<file path="src/rtl/matmul_stream_controller_if.sv">
// One AXI Stream channel (data, valid, ready, last). The controller uses
// one instance as its operand input and another as its result output.
interface matmul_stream_controller_if;
    logic [31:0] tdata;
    logic        tvalid;
    logic        tready;
    logic        tlast;

    modport master (output tdata, output tvalid, output tlast, input tready);
    modport slave  (input tdata, input tvalid, input tlast, output tready);
endinterface

</file>
<file path="src/rtl/matmul_stream_controller.sv">
// Stream-side controller for the matrix-multiply coprocessor.
// Operand words arriving on s_axis are written into A_RAM and then B_RAM.
// The multiply core is started with a one-cycle Start pulse. After Done,
// RES_RAM is read one word at a time and each word is sent on m_axis.
// TLAST is set on the final result word.
module matmul_stream_controller #(
    parameter int width          = 8,
    parameter int A_depth_bits   = 3,
    parameter int B_depth_bits   = 2,
    parameter int RES_depth_bits = 1
) (
    input  logic                      clk,
    input  logic                      reset,
    matmul_stream_controller_if.slave  s_axis,
    matmul_stream_controller_if.master m_axis,
    output logic                      A_write_en,
    output logic [A_depth_bits-1:0]   A_write_address,
    output logic [width-1:0]          A_write_data_in,
    output logic                      B_write_en,
    output logic [B_depth_bits-1:0]   B_write_address,
    output logic [width-1:0]          B_write_data_in,
    output logic                      Start,
    input  logic                      Done,
    output logic                      RES_read_en,
    output logic [RES_depth_bits-1:0] RES_read_address,
    input  logic [width-1:0]          RES_read_data_out
);

    localparam int A_ELEMS   = 1 << A_depth_bits;
    localparam int B_ELEMS   = 1 << B_depth_bits;
    localparam int RES_ELEMS = 1 << RES_depth_bits;
    localparam int IN_WORDS  = A_ELEMS + B_ELEMS;
    localparam int IN_W      = $clog2(IN_WORDS);
    localparam int J_W       = (RES_ELEMS > 1) ? $clog2(RES_ELEMS) : 1;

    typedef enum logic [2:0] {
        IDLE,
        READ_INPUTS,
        FLUSH,
        COMPUTE,
        READ_RES,
        WAIT_RES,
        SEND
    } state_t;

    state_t state_q, state_d;

    logic [IN_W-1:0] in_cnt;
    logic [J_W-1:0]  res_idx;
    logic            in_hs;
    logic            in_last;
    logic            res_last;
    logic [31:0]     m_tdata_q;
    logic            m_tvalid_q;
    logic            m_tlast_q;
    logic            unused_in;

    // TLAST and the upper data bits are not needed: the frame length is
    // taken from the word count.
    assign unused_in = ^{s_axis.tlast, s_axis.tdata[31:width]};

    assign in_hs    = (state_q == READ_INPUTS) && s_axis.tvalid;
    assign in_last  = (in_cnt == IN_W'(IN_WORDS - 1));
    assign res_last = (res_idx == J_W'(RES_ELEMS - 1));

    assign s_axis.tready    = (state_q == READ_INPUTS);
    assign RES_read_en      = (state_q == READ_RES);
    assign RES_read_address = RES_depth_bits'(res_idx);
    assign m_axis.tdata     = m_tdata_q;
    assign m_axis.tvalid    = m_tvalid_q;
    assign m_axis.tlast     = m_tlast_q;

    // State register
    always_ff @(posedge clk or posedge reset) begin
        if (reset) state_q <= IDLE;
        else       state_q <= state_d;
    end

    // Next-state logic
    always_comb begin
        state_d = state_q;
        case (state_q)
            IDLE:        state_d = READ_INPUTS;
            READ_INPUTS: if (in_hs && in_last) state_d = FLUSH;
            FLUSH:       state_d = COMPUTE;
            COMPUTE:     if (Done) state_d = READ_RES;
            READ_RES:    state_d = WAIT_RES;
            WAIT_RES:    state_d = SEND;
            SEND:        if (m_axis.tready) state_d = res_last ? IDLE : READ_RES;
            default:     state_d = IDLE;
        endcase
    end

    // Input word counter and result index; both cleared in Idle
    always_ff @(posedge clk or posedge reset) begin
        if (reset) begin
            in_cnt  <= '0;
            res_idx <= '0;
        end else if (state_q == IDLE) begin
            in_cnt  <= '0;
            res_idx <= '0;
        end else begin
            if (in_hs) in_cnt <= in_last ? '0 : in_cnt + IN_W'(1);
            if (state_q == SEND && m_axis.tready && !res_last)
                res_idx <= res_idx + J_W'(1);
        end
    end

    // Registered RAM writes: the enable is high in the cycle after the handshake
    always_ff @(posedge clk or posedge reset) begin
        if (reset) begin
            A_write_en      <= 1'b0;
            A_write_address <= '0;
            A_write_data_in <= '0;
            B_write_en      <= 1'b0;
            B_write_address <= '0;
            B_write_data_in <= '0;
        end else begin
            A_write_en <= 1'b0;
            B_write_en <= 1'b0;
            if (in_hs) begin
                if (in_cnt < IN_W'(A_ELEMS)) begin
                    A_write_en      <= 1'b1;
                    A_write_address <= A_depth_bits'(in_cnt);
                    A_write_data_in <= s_axis.tdata[width-1:0];
                end else begin
                    B_write_en      <= 1'b1;
                    B_write_address <= B_depth_bits'(in_cnt - IN_W'(A_ELEMS));
                    B_write_data_in <= s_axis.tdata[width-1:0];
                end
            end
        end
    end

    // Start pulse in the first Compute cycle
    always_ff @(posedge clk or posedge reset) begin
        if (reset) Start <= 1'b0;
        else       Start <= (state_q == FLUSH);
    end

    // Result output register: loaded in Wait_Res, held through Send
    always_ff @(posedge clk or posedge reset) begin
        if (reset) begin
            m_tdata_q  <= '0;
            m_tvalid_q <= 1'b0;
            m_tlast_q  <= 1'b0;
        end else if (state_q == WAIT_RES) begin
            m_tdata_q  <= 32'(RES_read_data_out);
            m_tvalid_q <= 1'b1;
            m_tlast_q  <= res_last;
        end else if (state_q == SEND && m_axis.tready) begin
            m_tvalid_q <= 1'b0;
            m_tlast_q  <= 1'b0;
        end
    end

endmodule

</file>
<file path="src/flat_wrapper.sv">
// flat-port wrapper written by rule: the top's interface ports become plain ports
module matmul_stream_controller_flat 
#(
    parameter int width          = 8,
    parameter int A_depth_bits   = 3,
    parameter int B_depth_bits   = 2,
    parameter int RES_depth_bits = 1
)
  (clk, reset, A_write_en, A_write_address, A_write_data_in, B_write_en, B_write_address, B_write_data_in, Start, Done, RES_read_en, RES_read_address, RES_read_data_out, s_axis_tdata, s_axis_tvalid, s_axis_tlast, s_axis_tready, m_axis_tdata, m_axis_tvalid, m_axis_tlast, m_axis_tready);
  matmul_stream_controller_if s_axis_i ();
  matmul_stream_controller_if m_axis_i ();
  input  logic clk;
  input  logic reset;
  output logic A_write_en;
  output logic [A_depth_bits-1:0] A_write_address;
  output logic [width-1:0] A_write_data_in;
  output logic B_write_en;
  output logic [B_depth_bits-1:0] B_write_address;
  output logic [width-1:0] B_write_data_in;
  output logic Start;
  input  logic Done;
  output logic RES_read_en;
  output logic [RES_depth_bits-1:0] RES_read_address;
  input  logic [width-1:0] RES_read_data_out;
  input wire logic [$bits(s_axis_i.tdata)-1:0] s_axis_tdata;
  input wire logic [$bits(s_axis_i.tvalid)-1:0] s_axis_tvalid;
  input wire logic [$bits(s_axis_i.tlast)-1:0] s_axis_tlast;
  output wire logic [$bits(s_axis_i.tready)-1:0] s_axis_tready;
  output wire logic [$bits(m_axis_i.tdata)-1:0] m_axis_tdata;
  output wire logic [$bits(m_axis_i.tvalid)-1:0] m_axis_tvalid;
  output wire logic [$bits(m_axis_i.tlast)-1:0] m_axis_tlast;
  input wire logic [$bits(m_axis_i.tready)-1:0] m_axis_tready;
  assign s_axis_i.tdata = s_axis_tdata;
  assign s_axis_i.tvalid = s_axis_tvalid;
  assign s_axis_i.tlast = s_axis_tlast;
  assign s_axis_tready = s_axis_i.tready;
  assign m_axis_tdata = m_axis_i.tdata;
  assign m_axis_tvalid = m_axis_i.tvalid;
  assign m_axis_tlast = m_axis_i.tlast;
  assign m_axis_i.tready = m_axis_tready;
  matmul_stream_controller #(.width(width), .A_depth_bits(A_depth_bits), .B_depth_bits(B_depth_bits), .RES_depth_bits(RES_depth_bits)) u_core (.clk(clk), .reset(reset), .s_axis(s_axis_i), .m_axis(m_axis_i), .A_write_en(A_write_en), .A_write_address(A_write_address), .A_write_data_in(A_write_data_in), .B_write_en(B_write_en), .B_write_address(B_write_address), .B_write_data_in(B_write_data_in), .Start(Start), .Done(Done), .RES_read_en(RES_read_en), .RES_read_address(RES_read_address), .RES_read_data_out(RES_read_data_out));
endmodule
</file>
<file path="config.mk">
export PLATFORM = sky130hd
export DESIGN_NAME = matmul_stream_controller_flat
export DESIGN_NICKNAME = d
export VERILOG_FILES = /design/src/rtl/matmul_stream_controller_if.sv /design/src/rtl/matmul_stream_controller.sv /design/src/flat_wrapper.sv
export SDC_FILE = /design/constraint.sdc
export NUM_CORES = 1
export LEC_CHECK = 0
export CORE_ASPECT_RATIO = 1.2
export CORE_UTILIZATION = 36
export CTS_BUF_LIST = sky130_fd_sc_hd__clkbuf_4 sky130_fd_sc_hd__clkbuf_8
export CTS_CLUSTER_SIZE = 20
export DETAILED_ROUTE_END_ITERATION = 8
export GPL_ROUTABILITY_DRIVEN = 0
export PLACE_DENSITY_LB_ADDON = 0.08
export RECOVER_POWER = 25
export SYNTH_ARGS = -nofsm -noshare
export SYNTH_HDL_FRONTEND = slang
export SYNTH_SLANG_ARGS = --single-unit
</file>
<file path="constraint.sdc">
create_clock -name clk -period 1.6 [get_ports clk]
set_input_delay 0.24 -clock clk [delete_from_list [all_inputs] [get_ports clk]]
set_output_delay 0.24 -clock clk [all_outputs]
set_load 0.05 [all_outputs]
</file>
==> results.md <==
* Run status: completed
* Clock sink total at 42
* Highest routed layer: met4
* Setup violations, final at 0
* Die W at 69.0 um
* HP Class: input pin to async pin
* RR Endpoint: u_core.A_write_data_in[3]
* Post-Syn Instances at 156
* Post-synth top area share at 0.543
* Critical path arrival at 1290 ps
* Skew-Pair Late Insertion Delay at 280 ps
* Hold Fails Final Rpt at 0
* # IOs at 107
* Critical Path Fanout Max at 11
* Total Wirelength at 3.71 mm
* Synth-to-layout area growth at 35.6%
* # DRC at 0
* Final setup margin at 66.7 ps
* Fmax at 0.652 GHz
* CTS tree: yes
* Critical Path Start: u_core.state_q[2]
* Crit end category: output pin
* Clk slew on worst S/H paths at 70 ps
* Power Total at 6.13 mW
* Initial antenna violation count at 0
* Nets at 275
* Via count at 1309
* # hold bufs at CTS at 0
* Routed Antenna Nets at 0
* Slew Limit Fails at 0
* Area contributors post-synth: dfrtp_1 (54%), mux2_2 (12%), buf_4 (9.7%), mux2_4 (7.0%), a21oi_1 (2.3%)
* CTS H-tree depth at 2
* CTS Buf Count at 5
* Chip height at 82.4 um
* WL per Instance at 12.9 um
* N_diodes at 0
* Die Area at 5680 um^2
* Post-DP HPWL at 2.86 mm
* DR pass1 iterations at 3
* R2R setup slack at 90 ps
* GRT overflow at 0
* Post-synthesis sequential area ratio at 0.543
* Largest net degree at the start of global routing at 24
* CP required at 1360 ps
* Metal1 wirelength at 1.47 mm
* Vias in the first global route at 1323
* Initial Util at 0.384
* Post-synth top area cell: dfrtp_1
* CP Class: register to output pin
* Total core area at 5040 um^2
* DR iter-0 viols at 52
* Post-synthesis area per instance at 12.4 um^2
* Routed vias/inst at 4.55
* Skew final at 2.94 ps
* R2R cell count at 4
* Number of core rows at 28
* Met2 wire length at 1.91 mm
* First-pass GRT wire length at 5.84 mm
* Met3 wire length at 299 um
* Worst Setup Start Kind: register
* Ys flop type: dfrtp_1
* Post-synth ARST share at 1.00
* Root Driver: clkbuf_8
* Worst slew pin tran at 988 ps
* Register bit total from synthesis at 42
* Place WS at -173 ps
* Pleak at 1.30 nW
* Share of post-route cells with drive strength above 1 at 0.412
* P per Cell Area at 2330 nW/um^2
* RR Startpoint: u_core.state_q[1]
* Maxcap violations at 0
* Critical path endpoint: s_axis_tready
* EDFF count, synth at 0
* Port Buffers at 57
* Total GRT Usage at 0.141
* Netlist cell types at 29
* Bufs on Longest Clock Path at 2
* Ys Warns at 0
* Worst IR Drop VDD at 1.25 mV
* Min Tclk post-route at 1530 ps
* Worst slew margin at 0.341
* Final period util at 0.958
* Cell Area, Synth at 1940 um^2
## sequential cells by signal, indices dropped and copies added, names as in the netlist
register and flops:
u_core.B_write_en 1, u_core.state_q 3, u_core.RES_read_address 1, u_core.A_write_address 3
u_core.B_write_data_in 8, u_core.m_axis.tlast 1, u_core.m_axis.tdata 8, u_core.Start 1
u_core.A_write_data_in 8, u_core.A_write_en 1, u_core.B_write_address 2, u_core.in_cnt 4
u_core.m_axis.tvalid 1
## cell families (layout without fill, tap and decap cells)
kind of cell	count (synthesis)	count (layout)	synth area share
AOI/OAI and AO/OA	22	22	0.0646
adders and majority gates	1	1	0.00646
buffers and inverters	34	83	0.119
DFF	42	42	0.543
muxes	29	29	0.186
other	1	24	0.00194
and+or+nand+nor	27	27	0.0795
## worst min path at each step
stage | startpoint | endpoint | slack (ps) | cells past startpoint
final | reset | u_core.B_write_data_in[4] | 410 | 3
after global routing | reset | u_core.B_write_data_in[4] | 470 | 3
after CTS | reset | u_core.A_write_data_in[6] | 290 | 3
after floorplan | s_axis_tdata[0] | u_core.B_write_data_in[0] | 390 | 1
after detailed placement | u_core.m_axis.tdata[0] | u_core.m_axis.tdata[0] | 500 | 1
after global placement | u_core.A_write_data_in[0] | u_core.A_write_data_in[0] | 490 | 1
## layout make-up
type,instances,area (um^2)
clock buffer,6,82.6
clock inverter,1,30.0
fill,474,2420
inverter,6,22.5
multi-input combinational,103,756
sequential,42,1050
tap,60,75.1
timing repair buffer,70,607
## cells in the final DEF (no fill, tap or decap), drive strengths merged, types with 4 or more instances in the layout
cell           netlist  final
clkdlybuf4s50        0     20
buf                 27     48
o21ai                8      8
nor3                 4      4
inv                  6      5
nand3                4      4
mux2                29     29
a21oi                9      9
conb                 1     24
dfrtp               42     42
nand2                6      6
clkbuf               1      8
nor2                 8      8
## routing by layer
metal / GRT usage / vias up
met1: 0.147 / 640
met5: 0 / -
met4: 0.0531 / 0
li1: - / 624
met2: 0.248 / 41
met3: 0.0604 / 4
## Yosys cell counts, types with 2 or more instances
library cell   n
dfrtp_1       42
buf_4         25
mux2_2        20
a21oi_1        9
mux2_4         9
nor2_1         8
o21ai_0        8
nand2_1        6
inv_1          5
nor3_1         3
nand3_1        2
nand3_2        2
## power breakdown
group          internal, mW  switching (mW)  total (mW)
Clock                 0.499           0.336       0.835
Combinational          1.29            2.19        3.48
Sequential             1.51           0.314        1.82
## worst max-delay path: stages (launching register included)
cell	delay (ps)
dfrtp_1	390
buf_4	180
nor3_4	150
buf_4	160
buf_12	130
## repair_timing
item / CTS / global route
setup endpoints to repair: 2 / 14
gates resized for setup: 2 / 1
buffers inserted: 0 / 2
pin swaps: 0 / 1
endpoints found under the hold margin: 0 / 0
## through the flow
step | hold slack, ps | instances | TNS, ps | instance area [um^2] | utilization
3_5_place_dp | 495 | 279 | -1870 | 2490 | 0.495
6_report | 405 | 288 | 0 | 2630 | 0.521
4_1_cts | 288 | 286 | 0 | 2620 | 0.518
3_3_place_gp | 491 | 279 | -1530 | 2490 | 0.495
2_1_floorplan | 389 | 179 | -1180 | 2030 | -
5_1_grt | 469 | 288 | -2.98 | 2630 | 0.521
No activity file was read; power rests on OpenSTA's default activity.
